[src/rtl/dma_wr_pkg.sv]
// -----------------------------------------------------------------------------
// dma_wr_pkg
// Shared types and constants for the AXI4 write-burst DMA master.
//   dma_wr_state_t  : FSM state encoding (IDLE, ADDR, DATA, RESP)
//   AXI_BURST_INCR  : AWBURST code for incrementing bursts
//   AXI_RESP_OKAY   : BRESP code for a successful write
//   AXI_RESP_SLVERR : BRESP code for a slave error
//   axi_size_f()    : AWSIZE encoding for a given data-bus width in bits
// -----------------------------------------------------------------------------
package dma_wr_pkg;

    typedef enum logic [1:0] {
        ST_IDLE = 2'd0,
        ST_ADDR = 2'd1,
        ST_DATA = 2'd2,
        ST_RESP = 2'd3
    } dma_wr_state_t;

    localparam logic [1:0] AXI_BURST_INCR  = 2'b01;
    localparam logic [1:0] AXI_RESP_OKAY   = 2'b00;
    localparam logic [1:0] AXI_RESP_SLVERR = 2'b10;

    // Bytes per beat expressed as log2, as carried on AWSIZE.
    function automatic logic [2:0] axi_size_f(input int unsigned data_width);
        return 3'($clog2(data_width / 8));
    endfunction

endpackage

[src/rtl/dma_wr_master.sv]
// -----------------------------------------------------------------------------
// dma_wr_master
// AXI4 write-burst master. Accepts a (base address, beat count) command,
// drains a valid/ready source stream and issues it as INCR bursts of at most
// MAX_BURST_g beats, one burst outstanding at a time (AW, then W, then B).
// done_o pulses for one cycle once the transfer has finished.
//
// Optional feature macro: DMA_WR_BRESP_CHK_EN
//   defined   : non-OKAY BRESP sets sticky err_o and abandons remaining bursts
//   undefined : BRESP ignored, err_o tied low
//
// Ports:
//   clk_i, rst_n_i           clock, asynchronous active-low reset
//   cmd_valid_i/cmd_ready_o  command handshake
//   cmd_addr_i, cmd_len_i    byte base address (beat aligned), beat count
//   busy_o, done_o, err_o    status: in progress, end pulse, sticky error
//   src_valid_i/src_ready_o  source stream handshake, src_data_i payload
//   m_axi_aw*                write address channel
//   m_axi_w*                 write data channel
//   m_axi_b*                 write response channel
// -----------------------------------------------------------------------------
module dma_wr_master
    import dma_wr_pkg::*;
#(
    parameter int unsigned AXI_DW_g    = 64,
    parameter int unsigned AXI_AW_g    = 32,
    parameter int unsigned MAX_BURST_g = 16,
    parameter int unsigned LEN_W_g     = 16
) (
    input  logic                  clk_i,
    input  logic                  rst_n_i,
    input  logic                  cmd_valid_i,
    output logic                  cmd_ready_o,
    input  logic [AXI_AW_g-1:0]   cmd_addr_i,
    input  logic [LEN_W_g-1:0]    cmd_len_i,
    output logic                  busy_o,
    output logic                  done_o,
    output logic                  err_o,
    input  logic                  src_valid_i,
    output logic                  src_ready_o,
    input  logic [AXI_DW_g-1:0]   src_data_i,
    output logic                  m_axi_awvalid_o,
    input  logic                  m_axi_awready_i,
    output logic [AXI_AW_g-1:0]   m_axi_awaddr_o,
    output logic [7:0]            m_axi_awlen_o,
    output logic [2:0]            m_axi_awsize_o,
    output logic [1:0]            m_axi_awburst_o,
    output logic [2:0]            m_axi_awprot_o,
    output logic [3:0]            m_axi_awcache_o,
    output logic                  m_axi_wvalid_o,
    input  logic                  m_axi_wready_i,
    output logic [AXI_DW_g-1:0]   m_axi_wdata_o,
    output logic [AXI_DW_g/8-1:0] m_axi_wstrb_o,
    output logic                  m_axi_wlast_o,
    input  logic                  m_axi_bvalid_i,
    output logic                  m_axi_bready_o,
    input  logic [1:0]            m_axi_bresp_i
);

    localparam logic [2:0] AWSIZE = axi_size_f(AXI_DW_g);

    dma_wr_state_t         state_q, state_d;
    logic [AXI_AW_g-1:0]   cur_addr_q;
    logic [LEN_W_g-1:0]    remaining_q;
    logic [8:0]            burst_beats_q;
    logic [8:0]            beat_cnt_q;
    logic [7:0]            awlen_q;
    logic                  done_q;

    logic                  cmd_hs, aw_hs, w_hs, b_hs;
    logic                  last_beat, b_bad, b_final, load_burst;
    logic [LEN_W_g-1:0]    rem_after, burst_src;
    logic [AXI_AW_g-1:0]   addr_after;
    logic [8:0]            burst_calc;

    // ---------------------------------------------------------------- handshakes
    assign cmd_ready_o = (state_q == ST_IDLE) && rst_n_i;
    assign cmd_hs      = cmd_valid_i && cmd_ready_o;
    assign aw_hs       = (state_q == ST_ADDR) && m_axi_awready_i;
    assign w_hs        = (state_q == ST_DATA) && src_valid_i && m_axi_wready_i;
    assign b_hs        = (state_q == ST_RESP) && m_axi_bvalid_i;
    assign last_beat   = (beat_cnt_q == burst_beats_q - 9'd1);

    assign rem_after   = remaining_q - LEN_W_g'(burst_beats_q);
    assign addr_after  = cur_addr_q + (AXI_AW_g'(burst_beats_q) << AWSIZE);

`ifdef DMA_WR_BRESP_CHK_EN
    assign b_bad = b_hs && (m_axi_bresp_i != AXI_RESP_OKAY);
`else
    logic unused_bresp;
    assign unused_bresp = ^m_axi_bresp_i;
    assign b_bad        = 1'b0;
`endif

    assign b_final    = (rem_after == '0) || b_bad;

    // Next burst size comes from the command on accept, or from what is left
    // after the burst that just got its response.
    assign burst_src  = cmd_hs ? cmd_len_i : rem_after;
    assign load_burst = (cmd_hs && (cmd_len_i != '0)) || (b_hs && !b_final);

    always_comb begin
        burst_calc = 9'(burst_src);
        if (32'(burst_src) > MAX_BURST_g) begin
            burst_calc = 9'(MAX_BURST_g);
        end
    end

    // ---------------------------------------------------------------- FSM
    always_comb begin
        state_d = state_q;
        unique case (state_q)
            ST_IDLE: if (cmd_hs && (cmd_len_i != '0)) state_d = ST_ADDR;
            ST_ADDR: if (aw_hs) state_d = ST_DATA;
            ST_DATA: if (w_hs && last_beat) state_d = ST_RESP;
            ST_RESP: if (b_hs) state_d = b_final ? ST_IDLE : ST_ADDR;
            default: state_d = ST_IDLE;
        endcase
    end

    always_ff @(posedge clk_i or negedge rst_n_i) begin
        if (!rst_n_i) begin
            state_q <= ST_IDLE;
        end else begin
            state_q <= state_d;
        end
    end

    // ---------------------------------------------------------------- datapath
    always_ff @(posedge clk_i or negedge rst_n_i) begin
        if (!rst_n_i) begin
            cur_addr_q    <= '0;
            remaining_q   <= '0;
            burst_beats_q <= '0;
            beat_cnt_q    <= '0;
            awlen_q       <= '0;
            done_q        <= 1'b0;
        end else begin
            if (cmd_hs) begin
                cur_addr_q  <= cmd_addr_i;
                remaining_q <= cmd_len_i;
            end else if (b_hs) begin
                cur_addr_q  <= addr_after;
                remaining_q <= rem_after;
            end

            if (load_burst) begin
                burst_beats_q <= burst_calc;
                awlen_q       <= 8'(burst_calc - 9'd1);
            end

            if (aw_hs) begin
                beat_cnt_q <= '0;
            end else if (w_hs) begin
                beat_cnt_q <= beat_cnt_q + 9'd1;
            end

            done_q <= (cmd_hs && (cmd_len_i == '0)) || (b_hs && b_final);
        end
    end

`ifdef DMA_WR_BRESP_CHK_EN
    logic err_q;
    always_ff @(posedge clk_i or negedge rst_n_i) begin
        if (!rst_n_i) begin
            err_q <= 1'b0;
        end else if (cmd_hs) begin
            err_q <= 1'b0;
        end else if (b_bad) begin
            err_q <= 1'b1;
        end
    end
    assign err_o = err_q;
`else
    assign err_o = 1'b0;
`endif

    // ---------------------------------------------------------------- outputs
    assign busy_o          = (state_q != ST_IDLE);
    assign done_o          = done_q;

    assign m_axi_awvalid_o = (state_q == ST_ADDR);
    assign m_axi_awaddr_o  = cur_addr_q;
    assign m_axi_awlen_o   = awlen_q;
    assign m_axi_awsize_o  = AWSIZE;
    assign m_axi_awburst_o = AXI_BURST_INCR;
    assign m_axi_awprot_o  = '0;
    assign m_axi_awcache_o = '0;

    // W is a straight pass-through of the source, only while in DATA.
    assign m_axi_wvalid_o  = (state_q == ST_DATA) && src_valid_i;
    assign src_ready_o     = (state_q == ST_DATA) && m_axi_wready_i;
    assign m_axi_wdata_o   = (state_q == ST_DATA) ? src_data_i : '0;
    assign m_axi_wstrb_o   = '1;
    assign m_axi_wlast_o   = (state_q == ST_DATA) && last_beat;

    assign m_axi_bready_o  = (state_q == ST_RESP);

endmodule

[config.mk]
export PLATFORM = sky130hd
export DESIGN_NAME = dma_wr_master
export DESIGN_NICKNAME = d
export VERILOG_FILES = /design/src/rtl/dma_wr_pkg.sv /design/src/rtl/dma_wr_master.sv
export SDC_FILE = /design/constraint.sdc
export NUM_CORES = 1
export LEC_CHECK = 0
export BUFFER_PORTS_ARGS = -buffer_cell sky130_fd_sc_hd__buf_2
export CAP_MARGIN = 20
export CORE_MARGIN = 5
export CORE_UTILIZATION = 44
export DETAILED_ROUTE_END_ITERATION = 12
export MAX_ROUTING_LAYER = met4
export PLACE_DENSITY = 0.87
export SLEW_MARGIN = 30
export SYNTH_ARGS = -nofsm -noshare
export SYNTH_HDL_FRONTEND = slang
export SYNTH_SLANG_ARGS = --single-unit
[constraint.sdc]
create_clock -name clk_i -period 3.4 [get_ports clk_i]
set_input_delay 0 -clock clk_i [delete_from_list [all_inputs] [get_ports clk_i]]
set_output_delay 0 -clock clk_i [all_outputs]
set_load 0.1 [all_outputs]
==> results of run 1 <==
[flip-flops by register name (all words and copies together) (netlist names)]
name and count:
remaining_q 16, m_axi_awlen_o 8, m_axi_awaddr_o 32, done_o 1
state_q 2, burst_beats_q 9, beat_cnt_q 9
[logic make-up after synthesis]
| family | after synthesis | synth area share (%) |
|---|---|---|
| flops | 77 | 34.03 |
| mux | 9 | 1.657 |
| other cells | 2 | 0.1326 |
| simple gates | 305 | 27.45 |
| xor+xnor | 49 | 7.580 |
| compound gates | 145 | 15.98 |
| buf+inv | 78 | 6.718 |
| fa+ha+maj | 28 | 6.453 |
[worst register-to-register path, delay by kind of cell, from the launching register on]
| kind | cells | cell delay, ps |
|---|---|---|
| fa+ha+maj | 2 | 490 |
| xor+xnor | 1 | 100 |
| mux | 1 | 310 |
| simple gates | 3 | 1420 |
| compound gates | 3 | 640 |
| buf+inv | 2 | 110 |
| flops | 1 | 390 |
[placed cells by master, fill, tap and decap left out, types with 8 or more instances in the layout]
cell type and n:
sky130_fd_sc_hd__buf_2 229, sky130_fd_sc_hd__nand2_1 91, sky130_fd_sc_hd__dfrtp_1 77, sky130_fd_sc_hd__and2_1 70
sky130_fd_sc_hd__o21ai_0 57, sky130_fd_sc_hd__nor2_1 42, sky130_fd_sc_hd__buf_4 42, sky130_fd_sc_hd__dlygate4sd3_1 41
sky130_fd_sc_hd__xnor2_1 28, sky130_fd_sc_hd__a21oi_1 27, sky130_fd_sc_hd__inv_1 25, sky130_fd_sc_hd__ha_1 24
sky130_fd_sc_hd__nor3_1 22, sky130_fd_sc_hd__xor2_1 21, sky130_fd_sc_hd__conb_1 21, sky130_fd_sc_hd__nand3_1 10
sky130_fd_sc_hd__and3_1 10, sky130_fd_sc_hd__nand4_1 9, sky130_fd_sc_hd__a31oi_1 9, sky130_fd_sc_hd__clkbuf_16 9
sky130_fd_sc_hd__or3_1 8
[report_power, final]
part,leakage [nW],switching [mW],internal [mW]
registers,0.969,0.321,1.23
clock network,0.154,0.409,0.650
logic,2.86,4.77,1.55
[layer usage]
layer | track usage [%] | part of all wire, %
met5 | - | 0
met4 | 5.398 | 1.5
met3 | 3.934 | 8.1
met2 | 36.02 | 48
met1 | 33.50 | 43
[worst max-delay path by stage]
| stage | end | slack [ps] |
|---|---|---|
| 2_1_floorplan | m_axi_awlen_o[0] | -40 |
| 3_3_place_gp | m_axi_awlen_o[0] | -100 |
| 3_5_place_dp | m_axi_awlen_o[0] | -170 |
| 4_1_cts | m_axi_awlen_o[0] | -190 |
| 5_1_grt | burst_beats_q[1] | -290 |
| 6_report | m_axi_awlen_o[0] | -180 |
[timing repair]
action                                 in CTS  in global routing
buffers inserted                            3                  1
pin swaps                                   1                  6
endpoints found under the hold margin      65                  0
setup endpoints to repair                  18                 19
hold buffers                               41                  0
resized for setup                           7                 14
[through the flow]
stage / setup TNS [ps] / setup WS, ps / hold WS, ps
final: -2050 / -181.3 / 51.10
after global routing: -3712 / -287.2 / 86.00
after CTS: -2160 / -194.3 / 44.24
after detailed placement: -1291 / -173.7 / -187.9
after global placement: -306.6 / -98.70 / -187.7
after floorplan: -55.45 / -38.90 / -295.6
[area by class of cell]
type                       instances  area (sq um)
fill                            1051          4604
inverter                          27         101.3
clock buffer                      10         229.0
tap                              172         215.2
clock inverter                     6         93.84
multi-input combinational        557          3526
timing repair buffer             315          1923
sequential                        77          1927
==> qor.txt, run 1 <==
STATUS
---------------------------------------------------------------------------------
Result of the run                                                    finished, violations left
Failing checks                                                       negative setup slack

SETUP PATH
---------------------------------------------------------------------------------
Kind of capture point of the worst setup path                           flip-flop
Cell at the slowest stage of the critical path                       sky130_fd_sc_hd__or4_1
Critical path fanouts, max                                                      4
Critical Path Source Type                                               flip-flop
Worst path cell trace                                                inv_2 > ha_4 > inv_2 > fa_2 > a21o_1 > a21oi_2 > xnor2_1 > or4_1 > or4_4 > or4_4 > a22o_4 > mux2_4
Delay of the slowest cell on the worst path                                520 ps
Slack of the worst reg-to-reg path                                        -180 ps
Number of buffers and inverters on the critical path                            2
Critical path launch point                                           remaining_q[0]
Crit path required time                                                   3620 ps
Crit path max-delay family                                           simple AND/OR/NAND/NOR gates
Type of the worst setup path                                           reg -> reg
Critical R2R Launch                                                  remaining_q[0]
Worst-case reg-to-reg path depth                                               12
Critical path data arrival time                                           3800 ps
Destination of the worst register-to-register timing path            m_axi_awlen_o[0]
Instance count on the critical path                                            12

FINAL LAYOUT
---------------------------------------------------------------------------------
Post-Layout Inst Area                                                  8015 sq um
Post-layout nets                                                             1136
Count of non-filler cells in the finished layout                             1164
Utilization after layout                                                   63.51%
Ratio of cells with drive above 1 in the final layout                      32.06%
Antenna diode count                                                             0
Area growth from synthesis to final layout                                 41.57%

SYNTH
---------------------------------------------------------------------------------
Most numerous cell in the Yosys netlist                              sky130_fd_sc_hd__nand2_1
Yosys Warn Count                                                                0
Most numerous cell types in the synthesized netlist                  91 x sky130_fd_sc_hd__nand2_1, 77 x sky130_fd_sc_hd__dfrtp_1, 70 x sky130_fd_sc_hd__and2_1, 58 x sky130_fd_sc_hd__o21ai_0, 47 x sky130_fd_sc_hd__nor2_1
Part of the Yosys area used for sequential elements                        34.03%
Number of storage elements in the synthesis netlist                            77
Number of distinct library cells after synthesis                               64
Number of synthesized flops with an enable pin                                  0
Top cell type's share of synthesized area                                  34.03%
Synth Instances                                                               693
Post-Synthesis Mean Instance Area                                     8.170 sq um
Most common flop cell mapped by yosys                                sky130_fd_sc_hd__dfrtp_1
Share of async-settable or async-resettable flops after synthesis          100.0%
Cell taking the most area after synthesis                            sky130_fd_sc_hd__dfrtp_1
Most area-consuming cells after synthesis                            sky130_fd_sc_hd__dfrtp_1 34%, sky130_fd_sc_hd__and2_1 7.7%, sky130_fd_sc_hd__nand2_1 6.0%
Post-synthesis cell area                                               5662 sq um

CTS
---------------------------------------------------------------------------------
Deepest clock path buffer count                                                 2
Total clock sinks                                                              77
H-tree levels                                                                   3
Clock slew seen by the registers of the worst setup and hold paths          60 ps
CTS root buffer                                                      sky130_fd_sc_hd__clkbuf_16
Clock insertion delay at the later pin of the skew report                  350 ps
TritonCTS clock tree                                                        built
Number of buffers created by CTS                                                9

GLOBAL ROUTING
---------------------------------------------------------------------------------
Pin count of the biggest net entering global routing                           66
Overall track demand over capacity in global routing                       23.76%
Sum of overflow across all layers after global routing                          0
Global-route wire length before repair                                   28.35 mm
Number of antenna violations at the first check in global routing               1
Vias in the first global route                                               5689

STA
---------------------------------------------------------------------------------
Final number of max-transition violations                                       0
Final worst-path setup slack                                            -181.3 ps
Fmax                                                                   0.2792 GHz
Fraction of the cycle the final worst path needs                           105.3%
Final hold violation count                                                      0
Worst slew slack as a fraction of its limit                                53.58%
Pin slew with the least headroom to its limit                            693.7 ps
RSZ-0062 raised after global routing                                         true
Total setup violations reported at the end of the flow                         18
Minimum period implied by the final worst setup slack                     3581 ps
Clock Skew                                                               7.085 ps

PLACE
---------------------------------------------------------------------------------
Placer Congestion                                                          0.9286
DP HPWL                                                                  13.83 mm
Cell count after placement                                                   1103
Port Buffers                                                                  230
Area after DPL                                                         7173 sq um

FLOORPLANNING
---------------------------------------------------------------------------------
I/O pin count                                                                 254
Die outline area                                                      15240 sq um
Horizontal extent of the die                                             123.4 um
Initial standard-cell utilization of the core                              44.86%
Die extent in y                                                          123.4 um
Area of the placeable core                                            12620 sq um
Number of cell rows                                                            41

DETAILED ROUTING
---------------------------------------------------------------------------------
Via count                                                                    6114
Total routed wirelength                                                  18.84 mm
Routed length per placed instance                                        16.19 um
1st-iter DRT viols                                                            566
Remaining routing DRC violations                                                0
Final ANT Viol Nets                                                             0
Detailed-routing iteration count for the pre-antenna-repair pass                5
Post-DR vias/cell                                                           5.253

POWER AND IR DROP
---------------------------------------------------------------------------------
Leakage                                                                  3.979 nW
Worst ir drop on vdd                                                  0.0007113 V
PwrDens                                                              1115 nW/um^2
Power after layout                                                       8.938 mW

MIN PATH
---------------------------------------------------------------------------------
Destination of the worst hold path                                   remaining_q[12]
Hold Crit Depth                                                                 3
Launch instance of the worst min-delay path                          cmd_len_i[12]
Hold Path Class                                                         in -> reg

JOB
---------------------------------------------------------------------------------
Max-cap check violation count                                                   0

Note: power is estimated with default switching activity, not from simulation.
==> run 2, diff against run 1 <==
--- a/config.mk
+++ b/config.mk
@@ -5,13 +5,14 @@
 export SDC_FILE = /design/constraint.sdc
 export NUM_CORES = 1
 export LEC_CHECK = 0
+export ABC_AREA = 1
 export BUFFER_PORTS_ARGS = -buffer_cell sky130_fd_sc_hd__buf_2
 export CAP_MARGIN = 20
 export CORE_MARGIN = 5
-export CORE_UTILIZATION = 44
+export CORE_UTILIZATION = 46
 export DETAILED_ROUTE_END_ITERATION = 12
 export MAX_ROUTING_LAYER = met4
-export PLACE_DENSITY = 0.87
+export PLACE_DENSITY = 0.88
 export SLEW_MARGIN = 30
 export SYNTH_ARGS = -nofsm -noshare
 export SYNTH_HDL_FRONTEND = slang
==> qor.txt, run 2 <==
STATUS
---------------------------------------------------------------------------------
Result of the run                                                       completed

SYNTH
---------------------------------------------------------------------------------
Proportion of synthesized area in mux cells                                    0%
Number of synthesized flops with an enable pin                                  0
Number of storage elements in the synthesis netlist                            77
Yosys Warn Count                                                                0
Dominant combinational cell family by area after synthesis           simple AND/OR/NAND/NOR gates
Post-synthesis cell area                                               6566 sq um
Simple-gate portion of the synthesized area                                35.69%
Most common flop cell mapped by yosys                                sky130_fd_sc_hd__dfrtp_1
Compound-cell area share of the yosys netlist                              11.03%
Part of the Yosys area used for sequential elements                        29.34%
Top cell type's share of synthesized area                                  29.34%
Most numerous cell types in the synthesized netlist                  324 x sky130_fd_sc_hd__nand2_1, 189 x sky130_fd_sc_hd__inv_1, 77 x sky130_fd_sc_hd__dfrtp_1, 65 x sky130_fd_sc_hd__o21ai_0, 63 x sky130_fd_sc_hd__nand3_1
Post-Synthesis Mean Instance Area                                     6.320 sq um
Adder and majority cell fraction of the synthesized area                   5.564%
Share of async-settable or async-resettable flops after synthesis          100.0%
Most numerous cell in the Yosys netlist                              sky130_fd_sc_hd__nand2_1
Synth Instances                                                              1039
Number of distinct library cells after synthesis                               44
Cell taking the most area after synthesis                            sky130_fd_sc_hd__dfrtp_1
Most area-consuming cells after synthesis                            sky130_fd_sc_hd__dfrtp_1 29%, sky130_fd_sc_hd__nand2_1 19%, sky130_fd_sc_hd__inv_1 11%
Xor and xnor area share after synthesis                                    3.201%

CTS
---------------------------------------------------------------------------------
Deepest clock path buffer count                                                 2
TritonCTS clock tree                                                        built
Number of buffers created by CTS                                                9
Clock slew seen by the registers of the worst setup and hold paths          60 ps
CTS root buffer                                                      sky130_fd_sc_hd__clkbuf_16
H-tree levels                                                                   3
Clock insertion delay at the later pin of the skew report                  350 ps
Total clock sinks                                                              77

SETUP PATH
---------------------------------------------------------------------------------
Cell at the slowest stage of the critical path                       sky130_fd_sc_hd__fa_2
Critical Path Source Type                                               flip-flop
Number of buffers and inverters on the critical path                            3
Most used cell, CP                                                   sky130_fd_sc_hd__nand2_1
Crit path required time                                                   3630 ps
Kind of capture point of the worst setup path                           flip-flop
Critical path fanouts, max                                                      4
Crit path max-delay family                                           simple AND/OR/NAND/NOR gates
Type of the worst setup path                                           reg -> reg
Worst path cell trace                                                ha_1 > inv_1 > fa_2 > inv_1 > nand2_1 > o21ai_0 > nand2_1 > nor2_2 > a21oi_1 > nor3b_2 > nand3_1 > a21oi_2 > nand2_1 > inv_1 > nand2_1 > ha_1 > nand4_1 > nand2_1 > nand2_1 > nand2_1
Critical path data arrival time                                           3460 ps
Delay of the slowest cell on the worst path                                430 ps

DETAILED ROUTING
---------------------------------------------------------------------------------
Final ANT Viol Nets                                                             0
Remaining routing DRC violations                                                0
Detailed-routing iteration count for the pre-antenna-repair pass                5
Routed length per placed instance                                        15.54 um
Via count                                                                    7729
1st-iter DRT viols                                                            749
Total routed wirelength                                                  22.99 mm
Post-DR vias/cell                                                           5.226

FLOORPLANNING
---------------------------------------------------------------------------------
Area of the placeable core                                            13930 sq um
Number of cell rows                                                            43
Initial standard-cell utilization of the core                              47.12%
Horizontal extent of the die                                             129.5 um
Die extent in y                                                          129.5 um
I/O pin count                                                                 254
Die outline area                                                      16760 sq um

FINAL LAYOUT
---------------------------------------------------------------------------------
Post-layout nets                                                             1441
Commonest non-fill, non-tap cell in the layout                       sky130_fd_sc_hd__nand2_1
Area growth from synthesis to final layout                                 28.68%
Ratio of cells with drive above 1 in the final layout                      22.21%
Commonest non-fill, non-tap cells in the layout                      324 x sky130_fd_sc_hd__nand2_1, 229 x sky130_fd_sc_hd__buf_2, 188 x sky130_fd_sc_hd__inv_1
Max FFs per register                                                           32

STA
---------------------------------------------------------------------------------
Worst slew slack as a fraction of its limit                                42.92%
Pin slew with the least headroom to its limit                            850.9 ps
Final number of max-transition violations                                       0
Clock Skew                                                               7.445 ps
Fmax                                                                   0.3104 GHz
Minimum period implied by the final worst setup slack                     3222 ps
Total setup violations reported at the end of the flow                          0
Fraction of the cycle the final worst path needs                           94.76%
Final hold violation count                                                      0
Setup TNS after final layout                                                 0 ps

GLOBAL ROUTING
---------------------------------------------------------------------------------
Vias in the first global route                                               7032
Overall track demand over capacity in global routing                       26.85%
Number of antenna violations at the first check in global routing               4
Global-route wire length before repair                                   34.56 mm
Pin count of the biggest net entering global routing                           68
Sum of overflow across all layers after global routing                          0

PLACE
---------------------------------------------------------------------------------
Placer Congestion                                                          0.9982
Port Buffers                                                                  230
DP HPWL                                                                  17.79 mm

JOB
---------------------------------------------------------------------------------
Max-cap check violation count                                                   0

MIN PATH
---------------------------------------------------------------------------------
Hold Path Class                                                         in -> reg

==> run 2: per-stage QoR <==
step	hold slack, ps	utilization, %	setup WS (ps)	cells	area (sq um)
global placement	153.5	56.16	376.5	1432	7826
finish	7.618	60.64	178.3	1479	8449
floorplan	-295.6	-	544.6	1058	6638
global route	6.773	60.64	-64.72	1479	8449
detailed placement	155.9	56.16	196.8	1432	7826
CTS	3.569	60.28	106.5	1476	8399
==> run 2: final timing paths <==
kind                                  startpoint                 end  slack, ps  cells past startpoint
worst min-delay path              cmd_addr_i[17]  m_axi_awaddr_o[17]          8                      3
worst max register to register  burst_beats_q[0]    m_axi_awlen_o[4]        180                     20
max in group asynchronous                rst_n_i   m_axi_awaddr_o[4]       2070                      4
worst max-delay path            burst_beats_q[0]    m_axi_awlen_o[4]        180                     20
min in group asynchronous                rst_n_i      remaining_q[3]        360                      3
worst min register to register     beat_cnt_q[6]       beat_cnt_q[7]        460                      1
==> run 2: worst min-delay path, cell delays in order <==
cell                      delay, ps
sky130_fd_sc_hd__buf_2           70
sky130_fd_sc_hd__o21ai_0         70
sky130_fd_sc_hd__o21ai_0        170
==> run 2: routing by layer <==
layer  global-route usage, %  vias to the layer above  share of wire [%]
met1                   29.74                     3517                 37
met4                   10.51                        0                3.2
met2                   48.32                      392                 51
li1                        -                     3750                  -
met3                   4.204                       70                8.8
met5                       -                        -                  0
==> run 2: repair_timing <==
item                                   CTS  global route
hold buffers                            28             0
setup endpoints to repair                0             4
setup buffers                            0             1
endpoints found under the hold margin   62             0
resized for setup                        0             8
==> run 2: logic make-up (layout without fill, tap and decap cells) <==
family / Yosys count / after routing
DFF: 77 / 77
other: 2 / 23
xor gates and xnor gates: 24 / 24
adders and majority gates: 28 / 28
AOI/OAI and AO/OA: 132 / 132
buffers and inverters: 237 / 476
and+or+nand+nor: 539 / 539
==> run 2: layout make-up <==
| class | instances | area, sq um |
|---|---|---|
| multi-input combinational | 744 | 3759 |
| antenna | 2 | 5.005 |
| inverter | 190 | 716.9 |
| sequential | 77 | 1927 |
| fill | 1244 | 5485 |
| timing repair buffer | 270 | 1524 |
| clock buffer | 10 | 229.0 |
| tap | 180 | 225.2 |
| clock inverter | 6 | 63.81 |
Power of run 2 is not shown: default switching activity piles up to over one toggle a cycle in this logic, so the estimate is an artifact.
==> run 3, diff against run 2 <==
==> constraint.sdc (replaced) <==
create_clock -name clk_i -period 2.75 [get_ports clk_i]
set_input_delay 0 -clock clk_i [delete_from_list [all_inputs] [get_ports clk_i]]
set_output_delay 0 -clock clk_i [all_outputs]
set_load 0.1 [all_outputs]
==> qor.txt, run 3 (same netlist as run 2, synthesis figures left out) <==
STATUS
---------------------------------------------------------------------------------
Result of the run                                                    finished, violations left
Failing checks                                                       negative setup slack

DETAILED ROUTING
---------------------------------------------------------------------------------
Via count                                                                    8084
1st-iter DRT viols                                                            779
Final ANT Viol Nets                                                             0
Post-DR vias/cell                                                           5.239
Remaining routing DRC violations                                                0
Detailed-routing iteration count for the pre-antenna-repair pass                6
Routed length per placed instance                                        16.35 um
Total routed wirelength                                                  25.22 mm

FLOORPLANNING
---------------------------------------------------------------------------------
Area of the placeable core                                            13930 sq um
Die outline area                                                      16760 sq um
Horizontal extent of the die                                             129.5 um
Initial standard-cell utilization of the core                              47.12%
I/O pin count                                                                 254
Number of cell rows                                                            43
Die extent in y                                                          129.5 um

SETUP PATH
---------------------------------------------------------------------------------
Critical R2R Launch                                                  remaining_q[0]
Destination of the worst register-to-register timing path            m_axi_awlen_o[4]
Delay of the slowest cell on the worst path                                410 ps
Worst-case reg-to-reg path depth                                               22
Critical path data arrival time                                           3190 ps
Type of the worst setup path                                           reg -> reg
Kind of capture point of the worst setup path                           flip-flop
Worst path cell trace                                                inv_1 > ha_2 > inv_2 > fa_2 > nand3_4 > nand2_4 > buf_6 > nand2_4 > nand3_4 > nand2_4 > a21oi_4 > nor3b_2 > nand3_1 > a21oi_2 > nand2_2 > inv_2 > nand2_2 > ha_4 > nand4_1 > nand2_1 > nand2_1 > nand2_1
Slack of the worst reg-to-reg path                                        -210 ps
Critical path fanouts, max                                                      4
Crit path required time                                                   2980 ps
Cell at the slowest stage of the critical path                       sky130_fd_sc_hd__fa_2
Critical Path Source Type                                               flip-flop

FINAL LAYOUT
---------------------------------------------------------------------------------
Area growth from synthesis to final layout                                 41.52%
Max FFs per register                                                           32
Commonest non-fill, non-tap cells in the layout                      304 x sky130_fd_sc_hd__nand2_1, 228 x sky130_fd_sc_hd__buf_2, 183 x sky130_fd_sc_hd__inv_1
Ratio of cells with drive above 1 in the final layout                      30.57%
Filler instances                                                             1174
Post-layout nets                                                             1507
Commonest non-fill, non-tap cell in the layout                       sky130_fd_sc_hd__nand2_1

STA
---------------------------------------------------------------------------------
Worst slew slack as a fraction of its limit                                57.00%
Fmax                                                                   0.3376 GHz
Clock Skew                                                               9.494 ps
Minimum period implied by the final worst setup slack                     2962 ps
Pin slew with the least headroom to its limit                            645.1 ps
Fraction of the cycle the final worst path needs                           107.7%
RSZ-0062 raised after global routing                                         true
Final hold violation count                                                      0
Final worst-path setup slack                                            -212.4 ps
Total setup violations reported at the end of the flow                          6
Setup TNS after final layout                                            -596.0 ps
Final number of max-transition violations                                       0

CTS
---------------------------------------------------------------------------------
CTS root buffer                                                      sky130_fd_sc_hd__clkbuf_16
TritonCTS clock tree                                                        built
Clock insertion delay at the later pin of the skew report                  350 ps
Clock slew seen by the registers of the worst setup and hold paths          60 ps
Deepest clock path buffer count                                                 2
H-tree levels                                                                   3
Number of buffers created by CTS                                                9
Total clock sinks                                                              77

PLACE
---------------------------------------------------------------------------------
Post-place setup slack                                                  -358.5 ps
DP HPWL                                                                  18.48 mm
Port Buffers                                                                  230
Placer Congestion                                                          0.9803

GLOBAL ROUTING
---------------------------------------------------------------------------------
Sum of overflow across all layers after global routing                          0
Global-route wire length before repair                                   36.78 mm
Overall track demand over capacity in global routing                       28.74%
Vias in the first global route                                               7532
Number of antenna violations at the first check in global routing               2
Pin count of the biggest net entering global routing                           68

MIN PATH
---------------------------------------------------------------------------------
Hold Path Class                                                         in -> reg
Launch instance of the worst min-delay path                          cmd_addr_i[7]
Destination of the worst hold path                                   m_axi_awaddr_o[7]
Hold Crit Depth                                                                 3

JOB
---------------------------------------------------------------------------------
Max-cap check violation count                                                   0

run 3: cell types whose count changed in the layout (fill, tap and decap cells not counted), moves of 4 or more:
cell and change:
sky130_fd_sc_hd__nor2_1 -10, sky130_fd_sc_hd__ha_1 -5, sky130_fd_sc_hd__nand2_2 +16, sky130_fd_sc_hd__nand2_1 -20, sky130_fd_sc_hd__buf_4 +64, sky130_fd_sc_hd__ha_4 +4, sky130_fd_sc_hd__inv_2 +5, sky130_fd_sc_hd__dlygate4sd3_1 -4
sky130_fd_sc_hd__nand3_1 -9, sky130_fd_sc_hd__nand2_4 +4, sky130_fd_sc_hd__inv_1 -5, sky130_fd_sc_hd__nand3_2 +8, sky130_fd_sc_hd__nor2_2 +6, sky130_fd_sc_hd__nor2_4 +4
run 3: cell type report:
class / instances / area [sq um] / area share [%]
Multi-Input combinational cell: 746 / 4084 / 43.95
Clock buffer: 12 / 256.5 / 2.760
Antenna cell: 2 / 5.005 / 0.05386
Inverter: 190 / 716.9 / 7.715
Timing Repair Buffer: 334 / 2042 / 21.97
Sequential cell: 77 / 1928 / 20.75
Clock inverter: 2 / 35.03 / 0.3770
Tap cell: 180 / 225.2 / 2.424
run 3: metrics by stage:
| step | utilization (%) | instance area, sq um | hold WS [ps] | std cells |
|---|---|---|---|---|
| 2_1_floorplan | - | 6641 | -295.6 | 1058 |
| 3_3_place_gp | 58.97 | 8218 | 102.6 | 1482 |
| 3_5_place_dp | 58.97 | 8218 | 101.0 | 1482 |
| 4_1_cts | 64.34 | 8965 | 1.211 | 1537 |
| 5_1_grt | 66.69 | 9293 | 26.47 | 1543 |
| 6_report | 66.69 | 9293 | 6.489 | 1543 |
run 3: timing repair:
| item | CTS | global route |
|---|---|---|
| resized for setup | 29 | 65 |
| cloned | 0 | 2 |
| hold buffers | 24 | 0 |
| buffers inserted | 17 | 6 |
| setup endpoints to repair | 11 | 26 |
| endpoints found under the hold margin | 53 | 0 |
| pin swaps | 11 | 18 |
run 3: layer usage:
layer / share of wire [%] / track usage, % / wire length (um) / vias up
li1: - / - / - / 3883
met1: 35 / 31.06 / 8856 / 3621
met2: 51 / 50.46 / 12790 / 474
met3: 8.8 / 4.411 / 2215 / 106
met4: 5.4 / 15.77 / 1362 / 0
met5: 0 / - / 0 / -
run 3: worst max path at each step:
stage / startpoint / end / cells after the start
after floorplan: m_axi_awaddr_o[4] / m_axi_awaddr_o[31] / 10
after global placement: remaining_q[0] / m_axi_awlen_o[4] / 24
after detailed placement: remaining_q[0] / m_axi_awlen_o[4] / 22
after CTS: remaining_q[0] / m_axi_awlen_o[4] / 21
after global routing: remaining_q[0] / m_axi_awlen_o[4] / 23
final: remaining_q[0] / m_axi_awlen_o[4] / 22
run 3: worst max-delay path, delay by kind of cell, from the launching register on:
kind                       cells  cell delay [ps]
and+or+nand+nor               13             1170
adders and majority gates      3              760
DFF                            1              390
buffers and inverters          4              320
AOI/OAI and AO/OA              2              220
Power of run 3 is left out for the same reason.
